**src/rtl/run_check_ctrl_if.sv**
```systemverilog
// run_check_ctrl_if: signal bundle between host, run-check controller and processor under test
interface run_check_ctrl_if #(
    parameter int DATA_W   = 32,
    parameter int NUM_REGS = 32,
    parameter int NUM_MEM  = 16,
    parameter int ERR_W    = 8
);
    localparam int IDX_N = NUM_REGS > NUM_MEM ? NUM_REGS : NUM_MEM;
    localparam int IDX_W = IDX_N > 1 ? $clog2(IDX_N) : 1;
    localparam int RA_W  = NUM_REGS > 1 ? $clog2(NUM_REGS) : 1;
    localparam int MA_W  = NUM_MEM > 1 ? $clog2(NUM_MEM) : 1;
    logic              start;
    logic              exp_we;
    logic              exp_sel;
    logic [IDX_W-1:0]  exp_idx;
    logic              exp_en;
    logic [DATA_W-1:0] exp_data;
    logic              dut_reset;
    logic [RA_W-1:0]   reg_addr;
    logic [DATA_W-1:0] reg_rdata;
    logic [MA_W-1:0]   mem_addr;
    logic [DATA_W-1:0] mem_rdata;
    logic              busy;
    logic              done;
    logic              pass;
    logic [ERR_W-1:0]  err_count;
    logic              first_err_sel;
    logic [IDX_W-1:0]  first_err_idx;
    logic [DATA_W-1:0] first_err_got;
    modport slave (
        input  start, exp_we, exp_sel, exp_idx, exp_en, exp_data, reg_rdata, mem_rdata,
        output dut_reset, reg_addr, mem_addr, busy, done, pass, err_count,
               first_err_sel, first_err_idx, first_err_got
    );
    modport master (
        output start, exp_we, exp_sel, exp_idx, exp_en, exp_data, reg_rdata, mem_rdata,
        input  dut_reset, reg_addr, mem_addr, busy, done, pass, err_count,
               first_err_sel, first_err_idx, first_err_got
    );
endinterface

```
**src/rtl/run_check_ctrl.sv**
```systemverilog
// run_check_ctrl: holds the processor in reset, runs it for a fixed budget, then scans and checks its state
module run_check_ctrl #(
    parameter int DATA_W   = 32,
    parameter int NUM_REGS = 32,
    parameter int NUM_MEM  = 16,
    parameter int HOLD_CYC = 2,
    parameter int RUN_CYC  = 50,
    parameter int ERR_W    = 8
) (
    input logic clk,
    input logic reset,
    run_check_ctrl_if.slave bus
);
    localparam int IDX_N = NUM_REGS > NUM_MEM ? NUM_REGS : NUM_MEM;
    localparam int IDX_W = IDX_N > 1 ? $clog2(IDX_N) : 1;
    localparam int RA_W  = NUM_REGS > 1 ? $clog2(NUM_REGS) : 1;
    localparam int MA_W  = NUM_MEM > 1 ? $clog2(NUM_MEM) : 1;
    localparam int MEM_D = NUM_MEM > 0 ? NUM_MEM : 1;
    localparam int CMAX  = HOLD_CYC > RUN_CYC ? HOLD_CYC : RUN_CYC;
    localparam int CNT_W = CMAX > 1 ? $clog2(CMAX) : 1;
    localparam logic [2:0] IDLE    = 3'd0;
    localparam logic [2:0] HOLD    = 3'd1;
    localparam logic [2:0] RUN     = 3'd2;
    localparam logic [2:0] CHK_REG = 3'd3;
    localparam logic [2:0] CHK_MEM = 3'd4;
    localparam logic [2:0] DONE    = 3'd5;
    localparam logic [ERR_W-1:0] ERR_MAX = '1;
    logic [2:0]        state, nxt;
    logic [CNT_W-1:0]  cnt;
    logic [RA_W-1:0]   ra;
    logic [MA_W-1:0]   ma;
    logic [DATA_W-1:0] reg_tab [NUM_REGS];
    logic [DATA_W-1:0] mem_tab [MEM_D];
    logic [NUM_REGS-1:0] reg_en;
    logic [MEM_D-1:0]  mem_en;
    logic              dut_rst_q;
    logic [ERR_W-1:0]  err;
    logic              fe_sel;
    logic [IDX_W-1:0]  fe_idx;
    logic [DATA_W-1:0] fe_got;
    logic busy, chk_reg, chk_mem, reg_last, mem_last, wr_reg, wr_mem, hit, enter_hold;
    assign busy       = state inside {HOLD, RUN, CHK_REG, CHK_MEM};
    assign chk_reg    = state == CHK_REG;
    assign chk_mem    = state == CHK_MEM;
    assign reg_last   = ra == RA_W'(NUM_REGS - 1);
    assign mem_last   = ma == MA_W'(MEM_D - 1);
    assign enter_hold = nxt == HOLD && state != HOLD;
    assign wr_reg     = bus.exp_we && !busy && !bus.exp_sel && 32'(bus.exp_idx) < NUM_REGS;
    assign wr_mem     = bus.exp_we && !busy && bus.exp_sel && 32'(bus.exp_idx) < NUM_MEM;
    assign hit        = chk_reg ? (reg_en[ra] && bus.reg_rdata != reg_tab[ra])
                                : (chk_mem && mem_en[ma] && bus.mem_rdata != mem_tab[ma]);
    assign bus.dut_reset     = dut_rst_q;
    assign bus.reg_addr      = ra;
    assign bus.mem_addr      = ma;
    assign bus.busy          = busy;
    assign bus.done          = state == DONE;
    assign bus.pass          = state == DONE && err == '0;
    assign bus.err_count     = err;
    assign bus.first_err_sel = fe_sel;
    assign bus.first_err_idx = fe_idx;
    assign bus.first_err_got = fe_got;
    // Sequence decode: start only honoured when idle or done, phases end when their counter or index runs out
    always_comb begin
        nxt = state;
        case (state)
            IDLE, DONE: nxt = bus.start ? HOLD : state;
            HOLD:       nxt = cnt == '0 ? RUN : HOLD;
            RUN:        nxt = cnt == '0 ? CHK_REG : RUN;
            CHK_REG:    nxt = reg_last ? (NUM_MEM > 0 ? CHK_MEM : DONE) : CHK_REG;
            CHK_MEM:    nxt = mem_last ? DONE : CHK_MEM;
            default:    nxt = IDLE;
        endcase
    end
    // State, phase counter, scan indices and error capture; dut_reset is registered so it cannot glitch
    always_ff @(posedge clk or posedge reset) begin
        if (reset) begin
            state     <= IDLE;
            cnt       <= '0;
            ra        <= '0;
            ma        <= '0;
            dut_rst_q <= 1'b1;
            err       <= '0;
            fe_sel    <= 1'b0;
            fe_idx    <= '0;
            fe_got    <= '0;
        end else begin
            state     <= nxt;
            dut_rst_q <= !(nxt inside {RUN, CHK_REG, CHK_MEM});
            if (enter_hold)
                cnt <= CNT_W'(HOLD_CYC - 1);
            else if (nxt == RUN && state != RUN)
                cnt <= CNT_W'(RUN_CYC - 1);
            else if (cnt != '0)
                cnt <= cnt - 1'b1;
            ra <= (chk_reg && !reg_last) ? ra + 1'b1 : '0;
            ma <= (chk_mem && !mem_last) ? ma + 1'b1 : '0;
            if (enter_hold) begin
                err    <= '0;
                fe_sel <= 1'b0;
                fe_idx <= '0;
                fe_got <= '0;
            end else if (hit) begin
                if (err == '0) begin
                    fe_sel <= chk_mem;
                    fe_idx <= chk_mem ? IDX_W'(ma) : IDX_W'(ra);
                    fe_got <= chk_mem ? bus.mem_rdata : bus.reg_rdata;
                end
                if (err != ERR_MAX)
                    err <= err + 1'b1;
            end
        end
    end
    // Entry enables are cleared by reset so a fresh table checks nothing
    always_ff @(posedge clk or posedge reset) begin
        if (reset) begin
            reg_en <= '0;
            mem_en <= '0;
        end else begin
            if (wr_reg)
                reg_en[bus.exp_idx[RA_W-1:0]] <= bus.exp_en;
            if (wr_mem)
                mem_en[bus.exp_idx[MA_W-1:0]] <= bus.exp_en;
        end
    end
    // Expected values need no reset; their enables gate whether they matter
    always_ff @(posedge clk) begin
        if (wr_reg)
            reg_tab[bus.exp_idx[RA_W-1:0]] <= bus.exp_data;
        if (wr_mem)
            mem_tab[bus.exp_idx[MA_W-1:0]] <= bus.exp_data;
    end
endmodule

```
**src/flat_wrapper.sv**
```systemverilog
// flat-port wrapper written by rule: the top's interface ports become plain ports
module run_check_ctrl_flat 
#(
    parameter int DATA_W   = 32,
    parameter int NUM_REGS = 32,
    parameter int NUM_MEM  = 16,
    parameter int HOLD_CYC = 2,
    parameter int RUN_CYC  = 50,
    parameter int ERR_W    = 8
)
  (clk, reset, bus_start, bus_exp_we, bus_exp_sel, bus_exp_idx, bus_exp_en, bus_exp_data, bus_reg_rdata, bus_mem_rdata, bus_dut_reset, bus_reg_addr, bus_mem_addr, bus_busy, bus_done, bus_pass, bus_err_count, bus_first_err_sel, bus_first_err_idx, bus_first_err_got);
  run_check_ctrl_if #(.DATA_W(DATA_W), .NUM_REGS(NUM_REGS), .NUM_MEM(NUM_MEM), .ERR_W(ERR_W)) bus_i ();
  input logic clk;
  input logic reset;
  input wire logic [$bits(bus_i.start)-1:0] bus_start;
  input wire logic [$bits(bus_i.exp_we)-1:0] bus_exp_we;
  input wire logic [$bits(bus_i.exp_sel)-1:0] bus_exp_sel;
  input wire logic [$bits(bus_i.exp_idx)-1:0] bus_exp_idx;
  input wire logic [$bits(bus_i.exp_en)-1:0] bus_exp_en;
  input wire logic [$bits(bus_i.exp_data)-1:0] bus_exp_data;
  input wire logic [$bits(bus_i.reg_rdata)-1:0] bus_reg_rdata;
  input wire logic [$bits(bus_i.mem_rdata)-1:0] bus_mem_rdata;
  output wire logic [$bits(bus_i.dut_reset)-1:0] bus_dut_reset;
  output wire logic [$bits(bus_i.reg_addr)-1:0] bus_reg_addr;
  output wire logic [$bits(bus_i.mem_addr)-1:0] bus_mem_addr;
  output wire logic [$bits(bus_i.busy)-1:0] bus_busy;
  output wire logic [$bits(bus_i.done)-1:0] bus_done;
  output wire logic [$bits(bus_i.pass)-1:0] bus_pass;
  output wire logic [$bits(bus_i.err_count)-1:0] bus_err_count;
  output wire logic [$bits(bus_i.first_err_sel)-1:0] bus_first_err_sel;
  output wire logic [$bits(bus_i.first_err_idx)-1:0] bus_first_err_idx;
  output wire logic [$bits(bus_i.first_err_got)-1:0] bus_first_err_got;
  assign bus_i.start = bus_start;
  assign bus_i.exp_we = bus_exp_we;
  assign bus_i.exp_sel = bus_exp_sel;
  assign bus_i.exp_idx = bus_exp_idx;
  assign bus_i.exp_en = bus_exp_en;
  assign bus_i.exp_data = bus_exp_data;
  assign bus_i.reg_rdata = bus_reg_rdata;
  assign bus_i.mem_rdata = bus_mem_rdata;
  assign bus_dut_reset = bus_i.dut_reset;
  assign bus_reg_addr = bus_i.reg_addr;
  assign bus_mem_addr = bus_i.mem_addr;
  assign bus_busy = bus_i.busy;
  assign bus_done = bus_i.done;
  assign bus_pass = bus_i.pass;
  assign bus_err_count = bus_i.err_count;
  assign bus_first_err_sel = bus_i.first_err_sel;
  assign bus_first_err_idx = bus_i.first_err_idx;
  assign bus_first_err_got = bus_i.first_err_got;
  run_check_ctrl #(.DATA_W(DATA_W), .NUM_REGS(NUM_REGS), .NUM_MEM(NUM_MEM), .HOLD_CYC(HOLD_CYC), .RUN_CYC(RUN_CYC), .ERR_W(ERR_W)) u_core (.clk(clk), .reset(reset), .bus(bus_i));
endmodule
```
**config.mk**
```make
export PLATFORM = sky130hd
export DESIGN_NAME = run_check_ctrl_flat
export DESIGN_NICKNAME = d
export VERILOG_FILES = /design/src/rtl/run_check_ctrl_if.sv /design/src/rtl/run_check_ctrl.sv /design/src/flat_wrapper.sv
export SDC_FILE = /design/constraint.sdc
export NUM_CORES = 2
export LEC_CHECK = 0
export ABC_AREA = 1
export CAP_MARGIN = 20
export CORE_MARGIN = 8
export CORE_UTILIZATION = 40
export CTS_CLUSTER_SIZE = 40
export DETAILED_ROUTE_END_ITERATION = 10
export GPL_TIMING_DRIVEN = 0
export PLACE_DENSITY = 0.68
export SLEW_MARGIN = 10
export SYNTH_ARGS = -nofsm -noshare
export SYNTH_HDL_FRONTEND = slang
export SYNTH_SLANG_ARGS = --single-unit
```
**constraint.sdc**
```tcl
create_clock -name clk -period 4.67 [get_ports clk]
set_clock_uncertainty 0.2 [all_clocks]
set_input_delay 0.934 -clock clk [delete_from_list [all_inputs] [get_ports clk]]
set_output_delay 0.934 -clock clk [all_outputs]
set_load 0.02 [all_outputs]
```
==> After elaboration in Yosys (flattened, before gate mapping) <==
Memories as Yosys holds them, arrays and structs flattened.
Index checks and enable logic that the tools add are counted.
W data, S select, Z words.
{ "op_classes": {"n_lt_le_gt_ge": 7, "n_div": 0, "n_bitwise": 0, "n_shift": 0, "eq_ne": 16, "n_addsub": 4, "n_mul": 0, "n_mux": 40, "n_reduce_logical": 32} }
{ "op_table": {"columns": ["cell", "count"], "rows": [
  ["$mux W32", 4],
  ["$ne A32 B32 Y1", 2],
  ["$bwmux W32", 1],
  ["$mux W5", 5],
  ["$mux W8", 3],
  ["$mux W6", 3],
  ["$bwmux W16", 1],
  ["$pmux W3 S5", 1],
  ["$logic_and A1 B1 Y1", 14],
  ["$mux W1", 14],
  ["$eq A3 B2 Y1 const B", 4],
  ["$lt A5 B6 Y1 const B", 2],
  ["$lt A4 B5 Y1 const B", 2],
  ["$eq A3 B3 Y1 const B", 3],
  ["$add A8 B1 Y8 const B", 1],
  ["$logic_not A8 Y1", 1],
  ["$ne A8 B8 Y1 const B", 1],
  ["$eq A3 B1 Y1 const B", 2],
  ["$logic_not A6 Y1", 1],
  ["$mux W3", 2],
  ["$reduce_bool A2 Y1", 3],
  ["$reduce_bool A3 Y1", 2],
  ["$reduce_bool A6 Y1", 1],
  ["$sub A6 B1 Y6 const B", 1],
  ["20 further kinds", 25]
]} }
{ "word_totals": {"word_cells": 112, "latchBits": 0, "mem_bits_rw": 1536, "register_bits": 113, "out_inout_bits": 59, "mem_count": 2, "romBits": 0} }
{ "mem_list": {"columns": ["name", "depth", "width", "rd", "rd_ports_with_merged_regs", "wr", "line_no", "rtl"], "rows": [
  ["u_core.reg_tab", 32, 32, 1, 0, 1, "run_check_ctrl.sv:32", "logic [DATA_W-1:0] reg_tab [NUM_REGS];"],
  ["u_core.mem_tab", 16, 32, 1, 0, 1, "run_check_ctrl.sv:33", "logic [DATA_W-1:0] mem_tab [MEM_D];"]
]} }

==> Longest topological paths before layout <==
{ "depth": {"word_depth": 8, "ltp_mapped": 27} }

==> Worst setup path after synthesis <==
Ideal clock, no wire load.
{ "synth_path": {"path_kind": "input to register", "startpoint": "in bus_exp_we", "endpoint": "mem u_core.reg_tab[5][0], enable pin", "path_stages": 4, "arrival_ps": 3657, "setup_time_ps": 466, "required_time_ps": 4004, "path_slack_ps": 347, "path_cell_list": "nand3_1 > nor2_1 > inv_1 > nor3_1"} }
{ "synth_between": {"elab_chain_cells": 4} }
{ "synth_rtl": {"columns": ["element", "line_no", "rtl"], "rows": [
  ["start: declaration", "flat_wrapper.sv:16", "input wire logic [$bits(bus_i.exp_we)-1:0] bus_exp_we;"],
  ["$logic_and A1 B1 Y1 (2 in series)", "run_check_ctrl.sv:48", "assign wr_reg = bus.exp_we && !busy && !bus.exp_sel && 32'(bus.exp_idx) < NUM_REGS;"],
  ["$mux W1", "run_check_ctrl.sv:127", "if (wr_reg)"],
  ["$mux W1 (implied by the code)", "run_check_ctrl.sv:128", "reg_tab[bus.exp_idx[RA_W-1:0]] <= bus.exp_data;"],
  ["end: declaration", "run_check_ctrl.sv:32", null]
]} }
Every way passes these cells.

==> Final worst setup path <==
{ "layout_path": {"startpoint": "reg u_core.ra[4] (netlist: u_core.bus.reg_addr[4])", "endpoint": "reg u_core.fe_got[1] (netlist: u_core.bus.first_err_got[1])"} }
{ "layout_between": {"elab_chain_cells": 7, "elab_cells_between_ends": 15, "classes_between": "eq/ne (3); mux (6); reduce/logical (5); memory (1)"} }
{ "layout_rtl": {"columns": ["element", "line_no", "rtl"], "rows": [
  ["start: declaration", "run_check_ctrl.sv:30", "logic [RA_W-1:0] ra;"],
  ["start signal: assignment", "run_check_ctrl.sv:95", "ra <= (chk_reg && !reg_last) ? ra + 1'b1 : '0;"],
  ["parallel branches: the longest is 7 deep, another holds $mem_v2 Z32 W32", null, null],
  ["end signal: assignment", "run_check_ctrl.sv:106", "fe_got <= chk_mem ? bus.mem_rdata : bus.reg_rdata;"],
  ["end: declaration", "run_check_ctrl.sv:40", "logic [DATA_W-1:0] fe_got;"]
]} }
Several ways; the timed one is not identified. The select of a mux whose other input is x is not followed.
A chain may end at the register's enable or synchronous reset.

==> reports/metrics.json <==
{
  "setup_path": {
    "crit_fanout": 10,
    "type_of_destination_of_the_critical_path": "flop",
    "setup.worst_path.start_class": "flop",
    "critical_path_required_ps": 5160,
    "worst_ep_arrival_time_ps": 5260,
    "path_class": "flop to flop"
  },
  "logic_synthesis": {
    "ys.warnings.count": 0,
    "synth.net_count": 6219,
    "synth_largest_area_cell": "edfxtp_1",
    "netlist_top_cells_area": "edfxtp_1 (67%), nand2_1 (10%), nand3_1 (7.0%), dfrtp_1 (4.1%), nor2_1 (3.0%)",
    "post_synth_num_cell_types": 36,
    "post_synth.cell_area_avg_um2": 11.2,
    "ys_seq_elements": 1649,
    "yosys-top-cells-count": "nand2_1 (1831), edfxtp_1 (1536), nand3_1 (961)",
    "syn-instance-count": 6106,
    "synth.cell_area_um2": 68400,
    "synthMostInstantiatedCell": "nand2_1",
    "async_flop_share": 0.0685,
    "share_of_synthesized_area_occupied_by_flip_flops_and_latches": 0.716,
    "netlist.area_leader.share": 0.674,
    "post_synth_top_flop": "edfxtp_1",
    "synth_edf_count": 1536
  },
  "layout": {
    "total_area_of_multi_input_combinational_cells_um2": 17100,
    "final_nets": 6680,
    "post-route-util": 0.475,
    "ff_latch_area_um2": 49000,
    "layout-drive-gt1-share": 0.106,
    "fillerInstances": 15000,
    "layout-area-overhead-vs-synth_pct": 17.8,
    "instances_no_fill": 8935
  },
  "floorplan": {
    "ios": 166,
    "die_x_um": 430,
    "core_footprint_um2": 170000,
    "start_util": 0.403,
    "die_y_um": 430,
    "placement_rows": 151,
    "floorplan.die_area_um2": 185000
  },
  "status": {
    "violations": "setup timing",
    "outcome": "complete, but fails checks"
  },
  "detailed_routing": {
    "drc_errors": 0,
    "totalWireLength_um": 268000,
    "detail-route-antenna-nets": 0,
    "initial_detailed_routing_violation_count": 9553,
    "detailroute.via_count": 53100,
    "vias_per_cell": 5.94,
    "route.detailed.wl_per_inst_um": 30.0,
    "drtPass1Iterations": 6
  },
  "clock_tree": {
    "cts_root_buffer": "clkbuf_16",
    "clk_pin_slew_ps": 60,
    "cts.sinks": 1649,
    "cts_tree": "done",
    "clock_tree.htree_level_count": 4,
    "max_root_sink_buffers": 3,
    "cts_hold_buf": 0,
    "clock_latency_at_the_later_pin_of_the_worst_skew_pair_ps": 830,
    "cts_inserted_buffers": 168
  },
  "timing": {
    "max_freq_ghz": 0.210,
    "max_slew.worst_pin.slew_ps": 1050,
    "finalHoldViolations": 0,
    "tns_ps": -681,
    "timing.final.crit_period_ps": 4770,
    "setup_repair_after_global_routing_missed_its_margin": "false",
    "setup_slack_ps": -98.4,
    "report.final.slew_viol_count": 0,
    "final.period_utilization": 1.02,
    "worst_slew_margin_rel": 0.302,
    "setup_violations": 14
  },
  "place": {
    "port_buffers": 164,
    "dpl_worst_slack_ps": -688,
    "placed_cells": 8616,
    "place.detailed.hpwl_um": 185000,
    "gpl.final_weighted_congestion": 0.955
  },
  "grt": {
    "globalRouteTotalUtil": 0.278,
    "grt_pass1_vias": 49700,
    "antenna_found_initial": 25,
    "grt-ovfl-total": 0,
    "grt_pass1_wl_um": 366000,
    "grt_start_max_net_pins": 66
  },
  "power": {
    "power.density_cell_area_nw_per_um2": 493,
    "maximum_resistive_drop_on_vdd_v": 0.000415,
    "leakagePower_uw": 0.0300
  },
  "job": {
    "max_cap_viol_count": 0
  },
  "hold_path": {
    "worstHoldPathType": "input pin to flop"
  }
}
==> registers in the layout, summed over array words and instances, names as in the netlist <==
name	count
u_core.reg_tab	1024
u_core.mem_tab	512
u_core.bus.first_err_got	32
u_core.reg_en	32
u_core.mem_en	16
u_core.bus.err_count	8
u_core.cnt	6
u_core.bus.first_err_idx	5
u_core.bus.reg_addr	5
u_core.bus.mem_addr	4
u_core.state	3
u_core.bus.dut_reset	1
u_core.bus.first_err_sel	1
==> cells in the final DEF, fill, tap and decap left out, types with 43 or more instances in the layout <==
cell type        count
nand3_1            956
o211ai_1            61
nor2_1             524
edfxtp_1          1536
buf_4               43
clkbuf_1           114
buf_2              189
clkdlybuf4s50_1    132
o21ai_0            237
buf_6               48
buf_12              64
dfrtp_1            110
nand2_1           1830
a21oi_1            107
inv_1              191
clkbuf_16          169
==> layer usage <==
layer	track usage	up-vias	part of all wire
met2	0.421	4539	0.44
li1	-	22100	-
met1	0.341	25400	0.33
met3	0.0796	1005	0.14
met5	0	-	0.000078
met4	0.197	6	0.086
==> through the flow <==
stage | total power, uW | hold slack, ps | area [um^2]
6_report | 39700 | 245 | 80600
5_1_grt | 40700 | 228 | 80600
4_1_cts | 39300 | 206 | 80500
3_5_place_dp | 26300 | 262 | 75200
3_3_place_gp | 26200 | 260 | 72800
2_1_floorplan | 22200 | 248 | 68400
==> final timing paths <==
| path | cells after the start | slack (ps) | start | to |
|---|---|---|---|---|
| max | 18 | -100 | u_core.bus.reg_addr[4] | u_core.bus.first_err_got[1] |
| max reg2reg | 18 | -100 | u_core.bus.reg_addr[4] | u_core.bus.first_err_got[1] |
| min | 1 | 250 | bus_exp_data[12] | u_core.mem_tab[12][12] |
| max in group asynchronous | 3 | 3180 | reset | u_core.bus.first_err_got[7] |
| min in group asynchronous | 2 | 330 | reset | u_core.bus.reg_addr[4] |
| min reg2reg | 2 | 270 | u_core.bus.first_err_got[11] | u_core.bus.first_err_got[11] |
==> layout make-up <==
type | count | area share
sequential | 1649 | 0.607
multi-input combinational | 3883 | 0.212
clock buffer | 211 | 0.0547
timing repair buffer | 292 | 0.0465
tap | 2218 | 0.0344
buffer | 353 | 0.0236
clock inverter | 95 | 0.0108
inverter | 220 | 0.0106
antenna | 14 | 0.000435
==> worst max-delay path, cell delays in order, from the launching register on <==
cell             delay, ps
dfrtp_1                400
clkbuf_2               370
inv_1                  420
clkdlybuf4s15_1        900
nand3_1                220
nand2_1                110
nand2_1                 60
nand2_1                110
nand2_1                 70
nor2_2                 240
nand2_1                160
nor2_1                 120
nand2_1                150
nand2_1                180
nand2_2                 90
buf_4                  220
buf_6                  170
nand3_1                260
nand2_1                100
==> timing repair <==
item | CTS | global route
buffers inserted | 0 | 0
endpoints found under the setup margin | 46 | 37
gates cloned | 0 | 0
gates resized for setup | 38 | 55
endpoints found under the hold margin | 0 | 0
==> where the power goes <==
group	switching [uW]	internal [uW]
sequential	220	16500
clock	5850	7370
combinational	7150	2630
==> kinds of logic (layout without fill, tap and decap cells) <==
logic type                 Yosys count  after routing  share of synthesized area
AOI/OAI and AO/OA                  491            491                     0.0393
xor gates and xnor gates             6              6                   0.000768
adders and majority gates            6              6                    0.00110
buffers and inverters              574           1171                     0.0386
DFF                               1649           1649                      0.716
muxes                                1              1                   0.000165
other                                0             14                          0
and+or+nand+nor                   3379           3379                      0.205
(Power assumes the default switching activity.)
